## config.mk

```make
export PLATFORM = sky130hd
export DESIGN_NAME = ps2_key_receiver
export DESIGN_NICKNAME = d
export VERILOG_FILES = /design/src/rtl/ps2_key_receiver_pkg.sv /design/src/rtl/ps2_event_fifo.sv /design/src/rtl/ps2_key_receiver.sv
export SDC_FILE = /design/constraint.sdc
export NUM_CORES = 1
export LEC_CHECK = 0
export CAP_MARGIN = 20
export CORE_MARGIN = 2
export CORE_UTILIZATION = 50
export DETAILED_ROUTE_END_ITERATION = 7
export PLACE_DENSITY = 0.7
export SLEW_MARGIN = 20
export SYNTH_ARGS = -nofsm -noshare
export SYNTH_HDL_FRONTEND = slang
export SYNTH_HIERARCHICAL = 1
export SYNTH_SLANG_ARGS = --single-unit
```

## constraint.sdc

```tcl
create_clock -name CLK_50 -period 2.5 [get_ports CLK_50]
set_input_delay 0.25 -clock CLK_50 [delete_from_list [all_inputs] [get_ports CLK_50]]
set_output_delay 0.25 -clock CLK_50 [all_outputs]
set_load 0.02 [all_outputs]
```

## src/rtl/ps2_key_receiver_pkg.sv

```systemverilog
// Shared PS/2 scancode constants, frame FSM state type and key_event layout.
// Also holds the main-row digit decoder used on the FIFO head.
package ps2_key_receiver_pkg;

  localparam logic [7:0] SC_EXT  = 8'hE0;
  localparam logic [7:0] SC_BRK  = 8'hF0;
  localparam logic [7:0] SC_DIG0 = 8'h45;
  localparam logic [7:0] SC_DIG1 = 8'h16;
  localparam logic [7:0] SC_DIG2 = 8'h1E;
  localparam logic [7:0] SC_DIG3 = 8'h26;
  localparam logic [7:0] SC_DIG4 = 8'h25;
  localparam logic [7:0] SC_DIG5 = 8'h2E;
  localparam logic [7:0] SC_DIG6 = 8'h36;
  localparam logic [7:0] SC_DIG7 = 8'h3D;
  localparam logic [7:0] SC_DIG8 = 8'h3E;
  localparam logic [7:0] SC_DIG9 = 8'h46;

  localparam int unsigned KE_CODE_LSB = 0;
  localparam int unsigned KE_EXT_BIT  = 8;
  localparam int unsigned KE_BRK_BIT  = 9;
  localparam int unsigned KE_WIDTH    = 10;

  typedef enum logic [1:0] {
    StIdle,
    StData,
    StParity,
    StStop
  } frame_state_e;

  // Returns {valid, digit}; digit is 0 when the code is not a main-row digit.
  function automatic logic [4:0] decode_digit(input logic [7:0] code);
    logic [4:0] res;
    res = 5'd0;
    case (code)
      SC_DIG0: res = {1'b1, 4'd0};
      SC_DIG1: res = {1'b1, 4'd1};
      SC_DIG2: res = {1'b1, 4'd2};
      SC_DIG3: res = {1'b1, 4'd3};
      SC_DIG4: res = {1'b1, 4'd4};
      SC_DIG5: res = {1'b1, 4'd5};
      SC_DIG6: res = {1'b1, 4'd6};
      SC_DIG7: res = {1'b1, 4'd7};
      SC_DIG8: res = {1'b1, 4'd8};
      SC_DIG9: res = {1'b1, 4'd9};
      default: res = 5'd0;
    endcase
    return res;
  endfunction

endpackage

```

## src/rtl/ps2_event_fifo.sv

```systemverilog
// First-word-fall-through FIFO for key events; Depth must be a power of two >= 2.
// A push while full is only accepted when a real pop happens in the same cycle.
module ps2_event_fifo #(
  parameter int unsigned Width = 10,
  parameter int unsigned Depth = 8
) (
  input  logic             clk_i,
  input  logic             rst_ni,
  input  logic             push_i,
  input  logic [Width-1:0] data_i,
  input  logic             pop_i,
  output logic [Width-1:0] data_o,
  output logic             full_o,
  output logic             empty_o
);

  localparam int unsigned AW = $clog2(Depth);

  logic [Width-1:0] mem_q [Depth];
  logic [AW:0]      wr_ptr_q, rd_ptr_q;
  logic             pop_eff, push_eff;

  assign empty_o  = (wr_ptr_q == rd_ptr_q);
  assign full_o   = (wr_ptr_q[AW] != rd_ptr_q[AW]) && (wr_ptr_q[AW-1:0] == rd_ptr_q[AW-1:0]);
  assign pop_eff  = pop_i & ~empty_o;
  assign push_eff = push_i & (~full_o | pop_eff);
  assign data_o   = empty_o ? '0 : mem_q[rd_ptr_q[AW-1:0]];

  always_ff @(posedge clk_i) begin
    if (push_eff) begin
      mem_q[wr_ptr_q[AW-1:0]] <= data_i;
    end
  end

  always_ff @(posedge clk_i or negedge rst_ni) begin
    if (!rst_ni) begin
      wr_ptr_q <= '0;
      rd_ptr_q <= '0;
    end else begin
      if (push_eff) wr_ptr_q <= wr_ptr_q + 1'b1;
      if (pop_eff)  rd_ptr_q <= rd_ptr_q + 1'b1;
    end
  end

endmodule

```

## src/rtl/ps2_key_receiver.sv

```systemverilog
// PS/2 keyboard receiver: line conditioning, 11-bit frame deserialiser,
// E0/F0 prefix folding and an FWFT event FIFO with digit decode on the head.
module ps2_key_receiver
  import ps2_key_receiver_pkg::*;
#(
  parameter int unsigned FILTER_LEN = 8,
  parameter int unsigned TIMEOUT    = 100000,
  parameter int unsigned DEPTH      = 8
) (
  input  logic                CLK_50,
  input  logic                reset_en,
  input  logic                ps2_clk,
  input  logic                ps2_data,
  input  logic                rd_en,
  output logic [KE_WIDTH-1:0] key_event,
  output logic                digit_valid,
  output logic [3:0]          digit,
  output logic                empty,
  output logic                overflow,
  output logic                frame_err
);

  localparam int unsigned FCW = $clog2(FILTER_LEN + 1);
  localparam int unsigned TCW = $clog2(TIMEOUT + 1);

  logic [1:0]          clk_sync_q, data_sync_q;
  logic [FCW-1:0]      fcnt_q;
  logic                filt_q, filt_prev_q;
  logic                strobe, data_s;
  frame_state_e        state_q;
  logic [2:0]          bit_cnt_q;
  logic [7:0]          shift_q;
  logic                parity_q;
  logic [TCW-1:0]      tmo_q;
  logic                ext_q, brk_q;
  logic                push_q;
  logic [KE_WIDTH-1:0] push_data_q;
  logic                frame_err_q, overflow_q;
  logic                fifo_full;
  logic [4:0]          dec;

  assign data_s = data_sync_q[1];
  assign strobe = filt_prev_q & ~filt_q;

  // Lines idle high, so the conditioning chain resets high to avoid a false strobe.
  always_ff @(posedge CLK_50 or negedge reset_en) begin
    if (!reset_en) begin
      clk_sync_q  <= 2'b11;
      data_sync_q <= 2'b11;
      fcnt_q      <= '0;
      filt_q      <= 1'b1;
      filt_prev_q <= 1'b1;
    end else begin
      clk_sync_q  <= {clk_sync_q[0], ps2_clk};
      data_sync_q <= {data_sync_q[0], ps2_data};
      filt_prev_q <= filt_q;
      if (clk_sync_q[1] == filt_q) begin
        fcnt_q <= '0;
      end else if (fcnt_q == FCW'(FILTER_LEN - 1)) begin
        filt_q <= clk_sync_q[1];
        fcnt_q <= '0;
      end else begin
        fcnt_q <= fcnt_q + 1'b1;
      end
    end
  end

  always_ff @(posedge CLK_50 or negedge reset_en) begin
    if (!reset_en) begin
      state_q     <= StIdle;
      bit_cnt_q   <= '0;
      shift_q     <= '0;
      parity_q    <= 1'b0;
      tmo_q       <= '0;
      ext_q       <= 1'b0;
      brk_q       <= 1'b0;
      push_q      <= 1'b0;
      push_data_q <= '0;
      frame_err_q <= 1'b0;
    end else begin
      frame_err_q <= 1'b0;
      push_q      <= 1'b0;
      case (state_q)
        StIdle: begin
          if (strobe) begin
            if (!data_s) begin
              state_q   <= StData;
              bit_cnt_q <= '0;
            end else begin
              frame_err_q <= 1'b1;
              ext_q       <= 1'b0;
              brk_q       <= 1'b0;
            end
          end
        end
        StData: begin
          if (strobe) begin
            shift_q   <= {data_s, shift_q[7:1]};
            bit_cnt_q <= bit_cnt_q + 3'd1;
            if (bit_cnt_q == 3'd7) state_q <= StParity;
          end
        end
        StParity: begin
          if (strobe) begin
            parity_q <= data_s;
            state_q  <= StStop;
          end
        end
        StStop: begin
          if (strobe) begin
            state_q <= StIdle;
            if (data_s && (^{shift_q, parity_q})) begin
              if (shift_q == SC_EXT) begin
                ext_q <= 1'b1;
              end else if (shift_q == SC_BRK) begin
                brk_q <= 1'b1;
              end else begin
                push_q      <= 1'b1;
                push_data_q <= {brk_q, ext_q, shift_q};
                ext_q       <= 1'b0;
                brk_q       <= 1'b0;
              end
            end else begin
              frame_err_q <= 1'b1;
              ext_q       <= 1'b0;
              brk_q       <= 1'b0;
            end
          end
        end
        default: state_q <= StIdle;
      endcase
      // Abort a stalled partial frame; overrides the state update above.
      if (state_q != StIdle && !strobe) begin
        if (tmo_q == TCW'(TIMEOUT - 1)) begin
          state_q     <= StIdle;
          frame_err_q <= 1'b1;
          ext_q       <= 1'b0;
          brk_q       <= 1'b0;
          tmo_q       <= '0;
        end else begin
          tmo_q <= tmo_q + 1'b1;
        end
      end else begin
        tmo_q <= '0;
      end
    end
  end

  always_ff @(posedge CLK_50 or negedge reset_en) begin
    if (!reset_en) begin
      overflow_q <= 1'b0;
    end else if (push_q && fifo_full && !(rd_en && !empty)) begin
      overflow_q <= 1'b1;
    end
  end

  ps2_event_fifo #(
    .Width(KE_WIDTH),
    .Depth(DEPTH)
  ) u_fifo (
    .clk_i  (CLK_50),
    .rst_ni (reset_en),
    .push_i (push_q),
    .data_i (push_data_q),
    .pop_i  (rd_en),
    .data_o (key_event),
    .full_o (fifo_full),
    .empty_o(empty)
  );

  assign dec         = decode_digit(key_event[KE_CODE_LSB +: 8]);
  assign digit_valid = ~empty & ~key_event[KE_EXT_BIT] & dec[4];
  assign digit       = digit_valid ? dec[3:0] : 4'd0;
  assign overflow    = overflow_q;
  assign frame_err   = frame_err_q;

endmodule
```

==> out/metrics.yaml, run 1 <==
setup_ws_ns: -0.4764
yosys-top-cells-area: "edfxtp_1 (38%), dfrtp_1 (23%), mux4_2 (7.0%)"
layout-area-overhead-vs-synth_pct: 26.22
setup_tns_ns: -2.048
dpl.hpwl_mm: 8.035
io_pins: 23
fin_area_um2: 8065
tightest_slew_ns: 0.7066
async_flop_share_pct: 44.44
path_buf_inv: 4
initial_utilization_pct: 50.84
clkSinkCount: 144
wl_met1_mm: 4.942
netlist_instances: 440
drv_cap: 0
clk_latency_ns: 0.41
cts_root_buf: "clkbuf_16"
antenna_found_initial: 0
drive_gt1_share_pct: 38.27
finalClockSkew_ns: 0.007997
slowest_delay_ns: 0.45
path_cells: "clkbuf_16, buf_12, xnor2_4, and4_4, buf_8, nor2_4, nand4_1, a21oi_2, a21oi_2, nor4_4, buf_4"
postLayoutCoreUtil_pct: 64.17
yosys.cell_types.count: 56
seqCellArea_um2: 4013
dr.pass1.iters: 4
rows: 41
multi_input_area_um2: 2557
port_buffers: 22
violations: "negative setup slack"
routed-wl-met3_um: 522
die_w_um: 117.0
synth_top_area_share_pct: 37.60
p_leak_nw: 3.192
cts_tree: "done"
critPathKind: "flip-flop to primary output"
synth_largest_area_cell: "edfxtp_1"
finalHoldViolations: 0
finalWeightedCongestion: 0.8197
clkPwrFrac_pct: 27.3
seqPwrFrac_pct: 32.9
clk_pin_slew_ns: 0.06
power_switching_w: 0.002620
fin_crit_sh_pct: 119.1
crit_path_end_kind: "primary output"
dp_worst_setup_slack_ns: -0.5970
htreeDepth: 4
slowest_stage: "dfrtp_2"
wl_mm: 12.05
crit_family: "simple AND/OR/NAND/NOR gates"
worst_ep_required_time_ns: 2.25
outcome: "complete, but fails checks"
crit_arrival_ns: 2.73
period_needed_ns: 2.976
post-route-drc-count: 0
first_global_vias: 3970
slew_viol_final: 0
fillCellCount: 925
hold_path.class: "primary input to async pin"
yosysSeqAreaShare_pct: 62.78
rsz0062_at_grt: "true"
drt-initial-drc-count: 156
ys_ff_latch: 144
power.internal_w: 0.005641
ant_nets: 0
cp-start-kind: "flip-flop"
setup_viol: 6
syn_area_um2: 6390
place_area_um2: 7229
power_density_nw_per_um2: 1024
crit_fanout: 7
final_common_cell: "edfxtp_1"
crit_path_frequent_cell: "a21oi_2"
track_usage_pct: 19.58
synth_ff_type: "edfxtp_1"
synth_edf_count: 80
n_antenna_cell: 0
combPwrFrac_pct: 39.8
fmax_mhz: 336.0
slew_headroom_pct: 52.46
syn_nets: 455
place_inst: 660
top_layer: "met4"
grt_start_max_net_pins: 54
final_cell_mix: "edfxtp_1 (80), dfrtp_1 (57), buf_4 (45), nor2_1 (32), nand2_1 (23)"
numCtsBuffers: 17
die_area_um2: 13700
overflow: 0
num_vias: 3817
layout.nets: 535
wl_per_cell_um: 17.09
stdcell_count: 705
switching_share_pct: 31.71
via_per_inst: 5.414
vdd_drop_max_mv: 0.4348
yosysWarnings: 6
core_area_um2: 12570
grt_pass1_wl_mm: 19.87
wl_met2_mm: 6.507
dieHeight_um: 117.0
cts_max_path_buffers: 2
syn_avg_cell_area_um2: 14.52
## area by class of cell
type	count	area share, %
Inverter	6	0.2792
Multi-Input combinational cell	273	31.71
Clock buffer	19	5.631
Timing Repair Buffer	78	8.920
Tap cell	172	2.668
Sequential cell	144	49.75
Clock inverter	13	1.039
## path summary, 6_finish.rpt
kind | depth (start not counted) | startpoint | to | slack [ns]
max in group asynchronous | 3 | reset_en | filt_q | 1.62
max | 11 | u_fifo/rd_ptr_q[0] | digit[0] | -0.48
min | 2 | reset_en | tmo_q[10] | 0.26
min reg2reg | 0 | clk_sync_q[0] | clk_sync_q[1] | 0.36
min in group CLK_50 | 1 | ps2_clk | clk_sync_q[0] | 0.26
max reg2reg | 10 | u_fifo/rd_ptr_q[0] | u_fifo/mem_q[3][1] | 0.21
## metrics by stage
| stage | hold slack (ns) | power (W) |
|---|---|---|
| 6_report | 0.2575 | 0.008260 |
| 3_3_place_gp | 0.1479 | 0.005378 |
| 5_1_grt | 0.2438 | 0.008685 |
| 3_5_place_dp | 0.1518 | 0.005451 |
| 2_1_floorplan | -0.04559 | 0.004535 |
| 4_1_cts | 0.2387 | 0.008157 |
## layer usage
| metal | track usage, % | vias to the layer above |
|---|---|---|
| li1 | - | 1810 |
| met1 | 24.07 | 1919 |
| met2 | 34.45 | 80 |
| met3 | 4.222 | 8 |
| met4 | 6.902 | 0 |
| met5 | 0 | - |
## power groups by stage
stage	clock (W)	combinational (W)	sequential [W]
floorplan	0	0.00180	0.00274
global placement	0	0.00263	0.00275
detailed placement	0	0.00269	0.00276
CTS	0.00230	0.00312	0.00273
global route	0.00241	0.00354	0.00274
finish	0.00226	0.00328	0.00272
## state kept, by name, summed over array words and instances (netlist names)
name,flops
push_q,1
brk_q,1
filt_prev_q,1
state_q,2
frame_err,1
data_sync_q,2
u_fifo/wr_ptr_q,4
fcnt_q,4
parity_q,1
shift_q,8
bit_cnt_q,3
clk_sync_q,2
ext_q,1
filt_q,1
push_data_q,10
overflow,1
u_fifo/mem_q,80
u_fifo/rd_ptr_q,4
tmo_q,17
## worst register-to-register path: cells and delay by family, from the launching register on
kind                   cells  cell delay, ns
AND/OR/NAND/NOR            2            0.17
XOR/XNOR                   1            0.13
AO/OA/AOI/OAI              1            0.37
buffers and inverters      6            0.91
flip-flops                 1            0.45
## Yosys cell counts (3+ instances only)
cell and n:
edfxtp_1 80, dfrtp_1 58, nor2_1 43, nand2_1 24, mux4_2 20, mux2_2 18
xnor2_1 14, xor2_1 13, mux2i_1 12, a21oi_1 10, ha_1 10, nor3_1 10
nand2b_1 9, nand3_1 9, nor4_1 9, buf_2 8, nand4_1 8, clkbuf_1 7
o21ai_0 7, dfstp_2 6, inv_1 6, nor2b_1 6, xnor2_2 4, a31oi_1 3
nor4b_1 3
## cells by family after synthesis
kind of cell / share of synthesized area [%]
xor+xnor: 5.522
fa+ha+maj: 1.958
mux: 12.45
buf+inv: 1.625
compound gates: 4.151
flops: 62.78
simple gates: 11.51
## timing repair
action	in CTS	in global routing
buffers inserted	10	3
setup endpoints to repair	16	13
gates cloned	1	0
gates resized for setup	84	25
pin swaps	9	9
hold endpoints to repair	11	0
hold buffers	1	0
Note: power is estimated with default switching activity, not from simulation.
==> inputs of run 2 (changes only) <==
SETUP_SLACK_MARGIN = 0.05   (was unset)
==> run 2 against run 1 <==
  * The run still ends with negative setup slack left
  * Clock skew down 0.0023 ns
  * Power up 3.7%
  * Design area about the same
  * Core utilization about the same
  * Clock power up 15%
  * Combinational power down 1%
  * Global-route usage up 0.65 points
  * Sequential power about the same
  * Routed wire length up 2.7%
  * Die area unchanged
  * Critical endpoint unchanged
  * Largest power group unchanged
==> out/metrics.yaml, run 2 (synthesis results as in run 1) <==
outcome: "complete, but fails checks"
violations: "negative setup slack"
hold_buffers: 0
dieHeight_um: 117.0
clk_pin_slew_ns: 0.06
rsz0062_at_grt: "true"
critPathKind: "flip-flop to primary output"
layout.nets: 532
die_w_um: 117.0
num_vias: 3818
antenna_found_initial: 0
crit_arrival_ns: 2.81
dr.pass1.iters: 4
tightest_slew_ns: 0.8225
clk_latency_ns: 0.41
place_area_um2: 7221
via_per_inst: 5.439
finalWeightedCongestion: 0.8550
fin_area_um2: 8071
die_area_um2: 13700
port_buffers: 22
postLayoutCoreUtil_pct: 64.22
wl_mm: 12.37
final_cell_mix: "edfxtp_1 (80), dfrtp_1 (57), buf_4 (48), nor2_1 (34), nand2_1 (23)"
setup_ws_ns: -0.5608
dp_worst_setup_slack_ns: -0.5855
track_usage_pct: 20.23
finalHoldViolations: 0
final_common_cell: "edfxtp_1"
largest_reg_flops: 80
grt_pass1_wl_mm: 20.46
initial_utilization_pct: 50.84
io_pins: 23
hold_ws_ns: 0.01058
setup_viol: 7
drt-initial-drc-count: 168
power_density_nw_per_um2: 1061
vdd_drop_max_mv: 0.4928
crit_fanout: 7
rows: 41
period_needed_ns: 3.061
n_antenna_cell: 0
ant_nets: 0
finalClockSkew_ns: 0.005677
fillCellCount: 915
slew_headroom_pct: 45.17
worst_ep_required_time_ns: 2.25
fmax_mhz: 326.7
drv_cap: 0
dpl.hpwl_mm: 7.685
core_area_um2: 12570
post-route-drc-count: 0
cp-start-kind: "flip-flop"
cts_tree: "done"
grt_start_max_net_pins: 65
overflow: 0
cts_root_buf: "clkbuf_16"
numCtsBuffers: 17
crit_path_end_kind: "primary output"
clkSinkCount: 144
htreeDepth: 4
drive_gt1_share_pct: 36.98
wl_per_cell_um: 17.62
p_leak_nw: 3.196
hold_path.class: "primary input to async pin"
fin_crit_sh_pct: 122.4
cts_max_path_buffers: 2
first_global_vias: 3978
slew_viol_final: 0
layout-area-overhead-vs-synth_pct: 26.32
==> run 2: cell types whose count changed in the layout (fill, tap and decap cells not counted), moves of 3 or more <==
cell / previous run / this run
inv_4: 5 / 0
bufinv_16: 0 / 4
buf_4: 45 / 48
clkinv_4: 1 / 4
==> run 2: repair_timing <==
| item | 4_1_cts | 5_1_grt |
|---|---|---|
| endpoints found under the setup margin | 16 | 20 |
| gates cloned | 2 | 0 |
| pin swaps | 9 | 11 |
| setup buffers | 6 | 4 |
| gates resized for setup | 79 | 27 |
| hold endpoints to repair | 0 | 0 |
==> run 2: area by class of cell <==
| type | instances | area (um^2) | area share [%] |
|---|---|---|---|
| Clock buffer | 18 | 429.2 | 5.317 |
| Clock inverter | 14 | 190.2 | 2.356 |
| Inverter | 6 | 22.52 | 0.2790 |
| Multi-Input combinational cell | 274 | 2546 | 31.55 |
| Sequential cell | 144 | 4013 | 49.71 |
| Tap cell | 172 | 215.2 | 2.666 |
| Timing Repair Buffer | 74 | 655.6 | 8.123 |
==> run 2: worst max-delay path: stages (launching register included) <==
cell and delay (ns):
dfrtp_2 0.43, clkbuf_16 0.18, mux4_2 0.54, mux2i_2 0.20
nor2_2 0.07, nand2b_4 0.14, or3_4 0.43, nor4_4 0.22
buf_4 0.18
==> run 2: worst paths after layout <==
kind / startpoint / endpoint / slack, ns / cells after the start
setup / recovery: u_fifo/rd_ptr_q[0] / digit[0] / -0.56 / 8
hold / removal: reset_en / tmo_q[11] / 0.01 / 2
setup reg to reg: u_fifo/rd_ptr_q[0] / u_fifo/mem_q[6][4] / 0.30 / 8
hold reg to reg: data_sync_q[0] / data_sync_q[1] / 0.36 / 0
max in group asynchronous: reset_en / u_fifo/rd_ptr_q[0] / 1.90 / 2
min in group CLK_50: ps2_data / data_sync_q[0] / 0.24 / 1
==> run 2: routing by layer <==
layer | global-route usage, % | vias up | share of wire, %
met1 | 25.35 | 1912 | 42
met4 | 6.980 | 0 | 1.5
met2 | 35.14 | 75 | 53
met3 | 4.325 | 18 | 3.7
met5 | 0 | - | 0
li1 | - | 1813 | -
==> run 2: through the flow <==
step | TNS [ns] | power (W) | cells
2_1_floorplan | -0.3714 | 0.004535 | 440
3_5_place_dp | -2.549 | 0.005429 | 660
6_report | -2.920 | 0.008565 | 702
4_1_cts | -2.837 | 0.008359 | 700
5_1_grt | -3.651 | 0.008977 | 702
3_3_place_gp | -2.105 | 0.005378 | 659
==> run 2: power by group <==
group | total [W] | internal [W] | switching, W
logic | 0.00324 | 0.00164 | 0.00160
registers | 0.00272 | 0.00261 | 0.000108
clock network | 0.00261 | 0.00167 | 0.000939
==> inputs of run 3 (changes only) <==
ABC_CLOCK_PERIOD_IN_PS = 2500   (was unset)
==> results of run 3 <==
Same layout as run 2: the final DEF is identical, and so are final timing and power.
